==> src/rtl/muldiv_unit.sv <==
// muldiv_unit: iterative RV32M multiply/divide unit beside the execute-stage ALU.
// Latency: 34 edges from the accepting edge to done for normal ops, 2 edges for
//   divide-by-zero and signed-overflow divides.
// Backpressure: none; start is sampled only while idle, and the pipeline stalls on busy.
// Ports:
//   clk, rst                  clock, asynchronous active-high reset
//   start, funct3, op_a, op_b, rd_in   request, RV32M op, rs1/rs2 values, dest index
//   busy, done                op in flight, one-cycle completion pulse
//   result, rd_out, reg_write register-file write port (result/rd_out hold until next op)
module muldiv_unit #(
   parameter int XLEN = 32,
   parameter int ITER = 32
) (
   input  logic            clk,
   input  logic            rst,
   input  logic            start,
   input  logic [2:0]      funct3,
   input  logic [XLEN-1:0] op_a,
   input  logic [XLEN-1:0] op_b,
   input  logic [4:0]      rd_in,
   output logic            busy,
   output logic            done,
   output logic [XLEN-1:0] result,
   output logic [4:0]      rd_out,
   output logic            reg_write
);

   localparam int CW = $clog2(ITER);
   localparam logic [XLEN-1:0] SMIN = {1'b1, {(XLEN-1){1'b0}}};

   typedef enum logic [1:0] {IDLE, CALC, FIN} state_t;
   state_t state, state_nxt;

   logic [2:0]       op;
   logic [4:0]       rd_lat;
   logic [CW-1:0]    count;
   logic [XLEN-1:0]  b_mag;        // multiplicand or divisor magnitude
   logic [2*XLEN-1:0] acc;         // mul: {partial product, multiplier}; div: low half = dividend/quotient
   logic [XLEN-1:0]  rem;          // divide partial remainder (always < divisor)
   logic             neg_res;      // product/quotient needs negation
   logic             neg_rem;      // remainder takes dividend sign
   logic             special;
   logic [XLEN-1:0]  special_val;

   // ---------------- request decode (used only on the accepting edge) ----------------
   logic            is_div_in, a_signed_in, b_signed_in, a_sign, b_sign;
   logic            div_zero_in, ovf_in, special_in;
   logic [XLEN-1:0] a_abs, b_abs, special_val_in;

   always_comb begin
      is_div_in   = funct3[2];
      // unsigned variants: MULHU (011), DIVU (101), REMU (111); MULHSU (010) has unsigned rs2
      a_signed_in = !(funct3 == 3'b011 || funct3 == 3'b101 || funct3 == 3'b111);
      b_signed_in = a_signed_in && (funct3 != 3'b010);
      a_sign      = a_signed_in && op_a[XLEN-1];
      b_sign      = b_signed_in && op_b[XLEN-1];
      a_abs       = a_sign ? -op_a : op_a;
      b_abs       = b_sign ? -op_b : op_b;
      div_zero_in = is_div_in && (op_b == '0);
      ovf_in      = is_div_in && !funct3[0] && (op_a == SMIN) && (op_b == '1);
      special_in  = div_zero_in || ovf_in;
      special_val_in = '0;
      if (div_zero_in)
         special_val_in = funct3[1] ? op_a : '1;
      else if (ovf_in)
         special_val_in = funct3[1] ? '0 : SMIN;
   end

   // ---------------- one iteration of shift-add / restoring divide ----------------
   logic [XLEN:0]   mul_sum;
   logic [XLEN:0]   div_shift;    // 33-bit partial remainder after shifting in next dividend bit
   logic            div_ge;
   logic [XLEN-1:0] div_rem_nxt;

   always_comb begin
      mul_sum     = {1'b0, acc[2*XLEN-1:XLEN]} + (acc[0] ? {1'b0, b_mag} : '0);
      div_shift   = {rem, acc[XLEN-1]};
      div_ge      = div_shift >= {1'b0, b_mag};
      div_rem_nxt = div_ge ? XLEN'(div_shift - {1'b0, b_mag}) : div_shift[XLEN-1:0];
   end

   // ---------------- sign fix-up and result select ----------------
   logic [2*XLEN-1:0] prod_fix;
   logic [XLEN-1:0]   quot_fix, rem_fix, fin_val;

   always_comb begin
      prod_fix = neg_res ? -acc : acc;
      quot_fix = neg_res ? -acc[XLEN-1:0] : acc[XLEN-1:0];
      rem_fix  = neg_rem ? -rem : rem;
      case (op)
         3'b000:                 fin_val = prod_fix[XLEN-1:0];
         3'b001, 3'b010, 3'b011: fin_val = prod_fix[2*XLEN-1:XLEN];
         3'b100, 3'b101:         fin_val = quot_fix;
         default:                fin_val = rem_fix;
      endcase
      if (special)
         fin_val = special_val;
   end

   // ---------------- FSM ----------------
   always_ff @(posedge clk or posedge rst) begin
      if (rst)
         state <= IDLE;
      else
         state <= state_nxt;
   end

   always_comb begin
      state_nxt = state;
      case (state)
         IDLE:    if (start) state_nxt = special_in ? FIN : CALC;
         CALC:    if (count == CW'(ITER-1)) state_nxt = FIN;
         FIN:     state_nxt = IDLE;
         default: state_nxt = IDLE;
      endcase
   end

   // ---------------- datapath and registered outputs ----------------
   always_ff @(posedge clk or posedge rst) begin
      if (rst) begin
         busy        <= 1'b0;
         done        <= 1'b0;
         reg_write   <= 1'b0;
         result      <= '0;
         rd_out      <= '0;
         op          <= '0;
         rd_lat      <= '0;
         count       <= '0;
         b_mag       <= '0;
         acc         <= '0;
         rem         <= '0;
         neg_res     <= 1'b0;
         neg_rem     <= 1'b0;
         special     <= 1'b0;
         special_val <= '0;
      end else begin
         done      <= 1'b0;
         reg_write <= 1'b0;
         case (state)
            IDLE: begin
               if (start) begin
                  op          <= funct3;
                  rd_lat      <= rd_in;
                  busy        <= 1'b1;
                  count       <= '0;
                  special     <= special_in;
                  special_val <= special_val_in;
                  neg_res     <= a_sign ^ b_sign;
                  neg_rem     <= a_sign;
                  b_mag       <= b_abs;
                  acc         <= {{XLEN{1'b0}}, a_abs};
                  rem         <= '0;
               end
            end
            CALC: begin
               count <= count + 1'b1;
               if (op[2]) begin
                  acc[XLEN-1:0] <= {acc[XLEN-2:0], div_ge};
                  rem           <= div_rem_nxt;
               end else begin
                  acc <= {mul_sum, acc[XLEN-1:1]};
               end
            end
            FIN: begin
               result    <= fin_val;
               rd_out    <= rd_lat;
               reg_write <= (rd_lat != 5'd0);
               done      <= 1'b1;
               busy      <= 1'b0;
            end
            default: ;
         endcase
      end
   end

endmodule

==> config.mk <==
export PLATFORM = sky130hd
export DESIGN_NAME = muldiv_unit
export DESIGN_NICKNAME = d
export VERILOG_FILES = /design/src/rtl/muldiv_unit.sv
export SDC_FILE = /design/constraint.sdc
export NUM_CORES = 1
export LEC_CHECK = 0
export CORE_UTILIZATION = 45
export CTS_CLUSTER_DIAMETER = 80
export DETAILED_ROUTE_END_ITERATION = 16
export PLACE_DENSITY = 0.72
export SYNTH_ARGS = -nofsm -noshare
export SYNTH_HDL_FRONTEND = slang
export SYNTH_SLANG_ARGS = --single-unit
==> constraint.sdc <==
create_clock -name clk -period 12.2 [get_ports clk]
set_input_delay 2.44 -clock clk [delete_from_list [all_inputs] [get_ports clk]]
set_output_delay 2.44 -clock clk [all_outputs]
set_load 0.01 [all_outputs]
**Word-level counts from Yosys, hierarchy flattened**

Index checks and enable logic that the tools add are counted.

- Output and inout port bits: 40
- Flip-flop bits (word level): 218
- Input bits: 75
- Logic and storage cells: 101

- $lt $le $gt $ge: 1
- Reductions and logical operators: 26
- Multiplexer cells: 30
- Bitwise logic cells: 1
- Eq/ne operators: 18
- Add/subtract/negate cells: 8

Operators with widths:

| operator | count |
|---|---|
| 2-to-1 mux 32 bit | 15 |
| 2-to-1 mux 64 bit | 2 |
| negator 32 bit | 4 |
| case mux 64 bit (2 select lines) | 1 |
| case mux 32 bit (3 select lines) | 1 |
| equality test 32 bit (second input constant) | 2 |
| negator 64 bit | 1 |
| case mux 32 bit (2 select lines) | 1 |
| adder 32 x 32 -> 33 bit | 1 |
| greater-or-equal comparator 33 x 32 -> 1 bit | 1 |
| logical NOT 32 bit | 1 |
| subtractor 32 bit | 1 |
| equality test 3 bit (second input constant) | 4 |
| case mux 5 bit (2 select lines) | 1 |
| equality test 3 x 2 -> 1 bit (second input constant) | 3 |
| != test 2 bit (second input constant) | 4 |
| AND reduction 2 bit | 4 |
| logical AND 1 bit | 7 |
| 2-to-1 mux 2 bit | 3 |
| AND reduction 3 bit | 2 |
| adder 5 x 1 -> 5 bit (second input constant) | 1 |
| equality test 5 bit (second input constant) | 1 |
| 2-to-1 mux 5 bit | 1 |
| nonzero test 5 bit | 1 |
| other kinds (15) | 21 |

**Depth between registers and ports, before layout**

Gate-level depths: netlist (run 1).

- Word-level depth: 8
- Mapped depth: 13
- Gate-level depth less buffers: 13

**Least setup slack after synthesis (run 1)**

OpenSTA, ideal clock, no wires.

- Path type: input to register
- From: input op_b[6]
- To: register b_mag[29]
- Stages: 10
- Data arrival time: 4494 ps
- Required time: 12066 ps
- Setup slack: 7572 ps
- Cell sequence: or4_1 nor4_1 nand2_1 nor3_1 and2_1 clkbuf_1 nand3b_1 o41ai_1 xor2_1 o21ai_0

- Word-level cells in the longest chain between the ends: 2

RTL lines:

| item | line | text |
|---|---|---|
| from (decl) | 19 | `input logic [XLEN-1:0] op_b,` |
| negator 32 bit | 58 | `b_abs = b_sign ? -op_b : op_b;` |
| 2-to-1 mux 32 bit | 58 |  |
| to (signal assigned) | 150 | `b_mag <= b_abs;` |
| to (decl) | 37 | `logic [XLEN-1:0] b_mag;` |

Every way passes these cells.
A chain may end at the register's enable or synchronous reset.

**Worst setup path in the final report (run 1)**

- From: input op_b[17]
- To: register special_val[25]

- Word-level cells in the longest chain between the ends: 4
- Elaborated cells on any way between the ends: 6
- Classes of those cells: 1 x eq/ne; 2 x mux; 3 x reduce/logical

RTL lines:

| item | line | text |
|---|---|---|
| equality test 32 bit | 60 | `ovf_in = is_div_in && !funct3[0] && (op_a == SMIN) && (op_b == '1);` |
| logical AND 1 bit | 60 |  |
| 2-to-1 mux 32 bit | 65 | `else if (ovf_in)` |
| 2-to-1 mux 32 bit * | 63 | `if (div_zero_in)` |
| to (signal assigned) | 147 | `special_val <= special_val_in;` |
| to (decl) | 43 | `logic [XLEN-1:0] special_val;` |

Every way passes the cells marked *; elsewhere a longest branch is shown, timed or not.

==> impl_metrics.json, run 1 <==
{
  "cts_hold_buf": 0,
  "avgViaCountPerCell": 6.08,
  "pre_cts_ws_ps": 5600,
  "fmax_mhz": 161,
  "tns_ps": 0,
  "drtIter0Drc": 1327,
  "die_w_um": 194,
  "antenna_left": 0,
  "drv_slew": 0,
  "h-tree-depth": 1,
  "path_class": "primary input to register",
  "die_height_um": 194,
  "tightest_slew_ps": 1240,
  "antenna_cells": 0,
  "rsz0062_at_grt": "no",
  "vias": 15800,
  "numCtsBuffers": 27,
  "post_drt_wl_per_cell_um": 20.0,
  "cp.arrival_ps": 6630,
  "start_util_pct": 45.6,
  "drt_pass1_iterations": 5,
  "synthTopCellsByArea": "dfrtp_1 33%, o21ai_0 7.7%, nand2_1 7.1%",
  "grt_pass1_wl_mm": 83.1,
  "gp_congestion": 0.937,
  "yosysSeqAreaShare_pct": 32.8,
  "cts_root_buf": "clkbuf_16",
  "path_max_fanout": 31,
  "yosys-top-cells-count": "314 x nand2_1, 255 x o21ai_0, 218 x dfrtp_1",
  "port_buffers": 114,
  "hold_path_class": "register to register",
  "grt_util_all_layers_pct": 27.3,
  "critPathLaunchType": "primary input",
  "yosysWarnings": 0,
  "grt_overflow": 0,
  "powerDensity_nw_per_um2": 283,
  "yosysUniqueCellTypes": 79,
  "first_global_vias": 15000,
  "required_ps": 12630,
  "synth_area_leader_cell": "dfrtp_1",
  "worst_hold_slack_ps": 469,
  "end_kind": "register",
  "avgSynthCellArea_um2": 8.04,
  "core_area_um2": 36500,
  "layout_setup_ws_ps": 6000,
  "route.detailed.drc": 0,
  "crit_start": "op_b[17]",
  "cts_setup_buffers": 0,
  "place_hpwl_mm": 38.6,
  "utilization_pct": 51.9,
  "fin_crit_ps": 6200,
  "clk_pin_slew_ps": 60,
  "ir_worst_vdd_mv": 0.151,
  "drive_gt1_share_pct": 4.85,
  "status": "finished clean",
  "grt_max_degree": 142,
  "setup_viol": 0,
  "ios": 115,
  "fill_cells": 3409,
  "wirelength_mm": 51.9,
  "synthCells": 2069,
  "die_area_um2": 37700,
  "synth_top_area_share_pct": 32.8,
  "syn_nets": 2217,
  "min_from": "special_val[14]",
  "synth-seq-cells": 218,
  "clockBufferDepth": 3,
  "antenna_found_initial": 0,
  "cts_tree": "done",
  "cap_violations": 0,
  "skew_ps": 20.1,
  "synth.most_common_cell": "nand2_1",
  "insertion_delay_ps": 560,
  "max-slew-margin-rel_pct": 17.0,
  "netlist_area_um2": 16600,
  "reg2reg_from": "acc[0]",
  "power_leakage_nw": 7.84,
  "finalHoldViolations": 0,
  "core.rowCount": 70,
  "cts.sinks": 218,
  "period_share_pct": 50.8,
  "synth_edf_count": 0,
  "cts-resized-gates": 0,
  "synthArstFlopShare_pct": 100,
  "area_growth_pct": 13.9,
  "finalNetCount": 2252,
  "synth_ff_type": "dfrtp_1"
}
[layout make-up]
| cell class | count | area, um2 | share of cell area (%) |
|---|---|---|---|
| clock buffer | 32 | 714 | 3.77 |
| clock inverter | 17 | 229 | 1.21 |
| inverter | 72 | 278 | 1.47 |
| multi-input combinational | 1656 | 10400 | 55.1 |
| sequential | 218 | 5460 | 28.8 |
| tap | 468 | 586 | 3.09 |
| timing repair buffer | 129 | 1250 | 6.62 |
[where the power goes]
part | leakage (nW) | switching, mW | internal, mW
sequential | 2.80 | 0.444 | 0.986
clock | 0.464 | 0.335 | 0.525
combinational | 4.58 | 1.85 | 1.23
total | 7.84 | 2.63 | 2.74
[kinds of logic (layout without fill, tap and decap cells)]
group | Yosys count | count (layout) | share of synthesized area, %
multiplexers | 45 | 45 | 2.72
XOR/XNOR | 195 | 195 | 10.3
AO/OA/AOI/OAI | 639 | 639 | 23.9
flip-flops | 218 | 218 | 32.8
buffers and inverters | 195 | 250 | 4.69
adder cells (fa/ha/maj) | 73 | 73 | 5.58
AND/OR/NAND/NOR | 704 | 704 | 20.0
[stage by stage]
step	total power, mW	instance area, um2	cells
after floorplan	3.67	16600	2069
after global placement	4.40	18000	2543
after detailed placement	4.47	18000	2543
after CTS	5.34	19000	2592
after global routing	5.81	19000	2592
final	5.37	19000	2592
[worst max-delay path, stage by stage]
cell and delay [ps]:
clkdlybuf4s50_1 480, nor3_1 260, nand2b_1 130, or3_1 350, or3_1 330, nor2_1 190, nor4b_2 830, nand2_1 1010
o31ai_1 580
[worst paths after layout]
path	end	slack [ps]	cells past startpoint
setup / recovery	special_val[25]	6000	9
hold / removal	special_val[14]	470	2
setup reg to reg	result[22]	7670	10
hold reg to reg	special_val[14]	470	2
max in group asynchronous	op[2]	7930	3
min in group asynchronous	rd_out[1]	2520	2
[sequential cells by signal, indices dropped and copies added, names as in the netlist]
| name | cells |
|---|---|
| acc | 64 |
| b_mag | 32 |
| busy | 1 |
| count | 5 |
| done | 1 |
| neg_rem | 1 |
| neg_res | 1 |
| op | 3 |
| rd_lat | 5 |
| rd_out | 5 |
| reg_write | 1 |
| rem | 32 |
| result | 32 |
| special | 1 |
| special_val | 32 |
| state | 2 |
[cells in the final DEF (no fill, tap or decap), types with 8 or more instances in the layout]
cell type,count
a211oi_1,14
a21o_1,28
a21oi_1,121
a22o_1,9
a31oi_1,16
buf_4,15
clkbuf_16,27
clkdlybuf4s50_1,114
dfrtp_1,217
ha_1,71
inv_1,70
mux2i_1,43
nand2_1,314
nand2b_1,12
nand3_1,41
nand3b_1,31
nand4_1,18
nor2_1,156
nor2b_1,8
nor3_1,23
nor4_1,13
o211ai_1,11
o21a_1,8
o21ai_0,255
o221ai_1,28
o22ai_1,11
o31ai_1,72
o41ai_1,22
or2_2,10
or3_1,18
or4_1,14
xnor2_1,104
xor2_1,91
[layer usage]
layer  wire length (um)  vias to the layer above  part of all wire [%]  global-route usage, %
li1                   -                     7498                     -                      -
met1              23000                     7546                    44                   38.4
met2              23600                      614                    46                   44.0
met3               3460                      111                   6.7                   2.77
met4               1780                        0                   3.4                   9.26
met5                  0                        -                     0                      0
Power figures use the tool's default switching activity.
==> run 2, diff against run 1 <==
--- a/config.mk
+++ b/config.mk
@@ -8,7 +8,7 @@
 export CORE_UTILIZATION = 45
 export CTS_CLUSTER_DIAMETER = 80
 export DETAILED_ROUTE_END_ITERATION = 16
-export PLACE_DENSITY = 0.72
+export PLACE_DENSITY = 0.74
 export SYNTH_ARGS = -nofsm -noshare
 export SYNTH_HDL_FRONTEND = slang
 export SYNTH_SLANG_ARGS = --single-unit
==> constraint.sdc (replaced) <==
create_clock -name clk -period 5.6 [get_ports clk]
set_input_delay 1.12 -clock clk [delete_from_list [all_inputs] [get_ports clk]]
set_output_delay 1.12 -clock clk [all_outputs]
set_load 0.01 [all_outputs]
==> run 2 against run 1 <==
Register-to-register slack got worse by 6200 ps. First-iteration DRC count rose by 1.7%. Die area did not move. Clock skew fell by 6.8 ps. Largest cell class unchanged. Critical path depth rose by 2. Critical endpoint is now result[22]. Routed wire length rose by 2.2%. Highest routed layer unchanged. Worst hold slack got worse by 1.2 ps. Cell count rose by 0.35%. Clock power rose by 110%. Sequential power rose by 120%. Design area rose by 0.56%. Sequential share of layout area fell by 0.16 points.
==> impl_metrics.json, run 2 (synthesized netlist as in run 1, its figures left out) <==
{
  "rsz0062_at_grt": "no",
  "core_area_um2": 36500,
  "cts_hold_buf": 0,
  "core.rowCount": 70,
  "slowest_stage": "nor4_1",
  "cp.depth": 11,
  "area_growth_pct": 14.5,
  "crit_end": "result[22]",
  "powerDensity_nw_per_um2": 619,
  "place_hpwl_mm": 39.5,
  "multiInputGateArea_um2": 10400,
  "ios": 115,
  "hold_path_class": "register to register",
  "max_stage_delay_ps": 720,
  "grt_pass1_wl_mm": 84.1,
  "drtIter0Drc": 1349,
  "required_ps": 6000,
  "layout_commonest_cell": "nand2_1",
  "power_leakage_nw": 7.89,
  "end_kind": "register",
  "ir_worst_vdd_mv": 0.284,
  "critPathLaunchType": "register",
  "finalInstanceArea_um2": 19100,
  "path_max_fanout": 33,
  "cp_common_cell": "inv_1",
  "seqCellArea_um2": 5460,
  "vias": 15800,
  "first_global_vias": 15000,
  "antenna_found_initial": 0,
  "skew_ps": 13.3,
  "avgViaCountPerCell": 6.09,
  "tns_ps": 0,
  "clockBufferDepth": 3,
  "post_drt_wl_per_cell_um": 20.4,
  "cap_violations": 0,
  "grt_max_degree": 85,
  "port_buffers": 114,
  "cts.sinks": 218,
  "wirelength_mm": 53.0,
  "period_share_pct": 73.8,
  "r2r_slack_ps": 1470,
  "antenna_cells": 0,
  "finalHoldViolations": 0,
  "gp_congestion": 0.962,
  "cts_root_buf": "clkbuf_16",
  "cp.arrival_ps": 4540,
  "antenna_left": 0,
  "cts_tree": "done",
  "drive_gt1_share_pct": 5.20,
  "h-tree-depth": 1,
  "worst-path-buf-inv": 3,
  "crit_start": "acc[0]",
  "die_area_um2": 37700,
  "r2r-end": "result[22]",
  "drt_pass1_iterations": 6,
  "finalNetCount": 2263,
  "final_cell_mix": "314 x nand2_1, 255 x o21ai_0, 217 x dfrtp_1",
  "route.detailed.drc": 0,
  "top_register": "acc",
  "fin_crit_ps": 4130,
  "cts_setup_buffers": 0,
  "reg2reg_from": "acc[0]",
  "cts-resized-gates": 0,
  "insertion_delay_ps": 550,
  "dpl-instance-area_um2": 18100,
  "setup_viol": 0,
  "fin_total_pwr_mw": 11.8,
  "crit_family": "simple AND/OR/NAND/NOR gates",
  "die_height_um": 194,
  "fmax_mhz": 242,
  "die_w_um": 194,
  "status": "finished clean",
  "fill_cells": 3437,
  "largest_register_ffs": 64,
  "cp_cell_sequence": "inv_1 > buf_4 > ha_1 > inv_1 > nor4_1 > nand4_1 > nand4bb_1 > nand2_1 > o22ai_1 > a221oi_1 > nor2_1",
  "grt_overflow": 0,
  "tightest_slew_ps": 1170,
  "drv_slew": 0,
  "max-slew-margin-rel_pct": 21.9,
  "numCtsBuffers": 28,
  "start_util_pct": 45.6,
  "clk_pin_slew_ps": 60,
  "utilization_pct": 52.2,
  "path_class": "register to register",
  "hold_depth": 2,
  "grt_util_all_layers_pct": 27.8,
  "ff2ff_path_depth": 11
}
==> run 2: final cells by class <==
| type | count | area share (%) |
|---|---|---|
| Clock buffer | 41 | 4.46 |
| Multi-Input combinational cell | 1656 | 54.8 |
| Sequential cell | 218 | 28.6 |
| Timing Repair Buffer | 139 | 7.24 |
| Clock inverter | 7 | 0.407 |
| Inverter | 72 | 1.44 |
| Tap cell | 468 | 3.07 |
==> run 2: power by group <==
part	internal, mW	leakage [nW]	total [mW]	switching (mW)
Combinational	2.74	4.64	6.87	4.13
Clock	1.09	0.449	1.81	0.715
Sequential	2.15	2.80	3.12	0.976
==> run 2: routing by layer <==
metal	track usage (%)	up-vias	part of all wire [%]	wire (um)
met3	3.29	121	8.1	4270
met5	0	-	0	0
met2	43.5	699	44	23600
li1	-	7502	-	-
met1	39.1	7525	44	23100
met4	10.8	0	3.9	2050
==> run 2: stage by stage <==
stage                     std cells  hold WS (ps)  setup WS (ps)
after floorplan                2069           440           1640
after global placement         2553           452           1220
after CTS                      2601           470           1540
after detailed placement       2553           458           1130
after global routing           2601           497           1340
final                          2601           468           1470
==> run 2: worst reg2reg max path, stage by stage (launching register included) <==
cell and delay, ps:
dfrtp_1 430, inv_1 70, buf_4 350, ha_1 240
inv_1 80, nor4_1 730, nand4_1 440, nand4bb_1 560
nand2_1 270, o22ai_1 120, a221oi_1 590, nor2_1 100
==> run 2: worst min path at each step <==
| stage | startpoint | end | slack [ps] |
|---|---|---|---|
| floorplan | special_val[0] | special_val[0] | 440 |
| global placement | special_val[10] | special_val[10] | 450 |
| detailed placement | special_val[16] | special_val[16] | 460 |
| CTS | special_val[13] | special_val[13] | 470 |
| global route | special_val[17] | special_val[17] | 500 |
| finish | special_val[13] | special_val[13] | 470 |
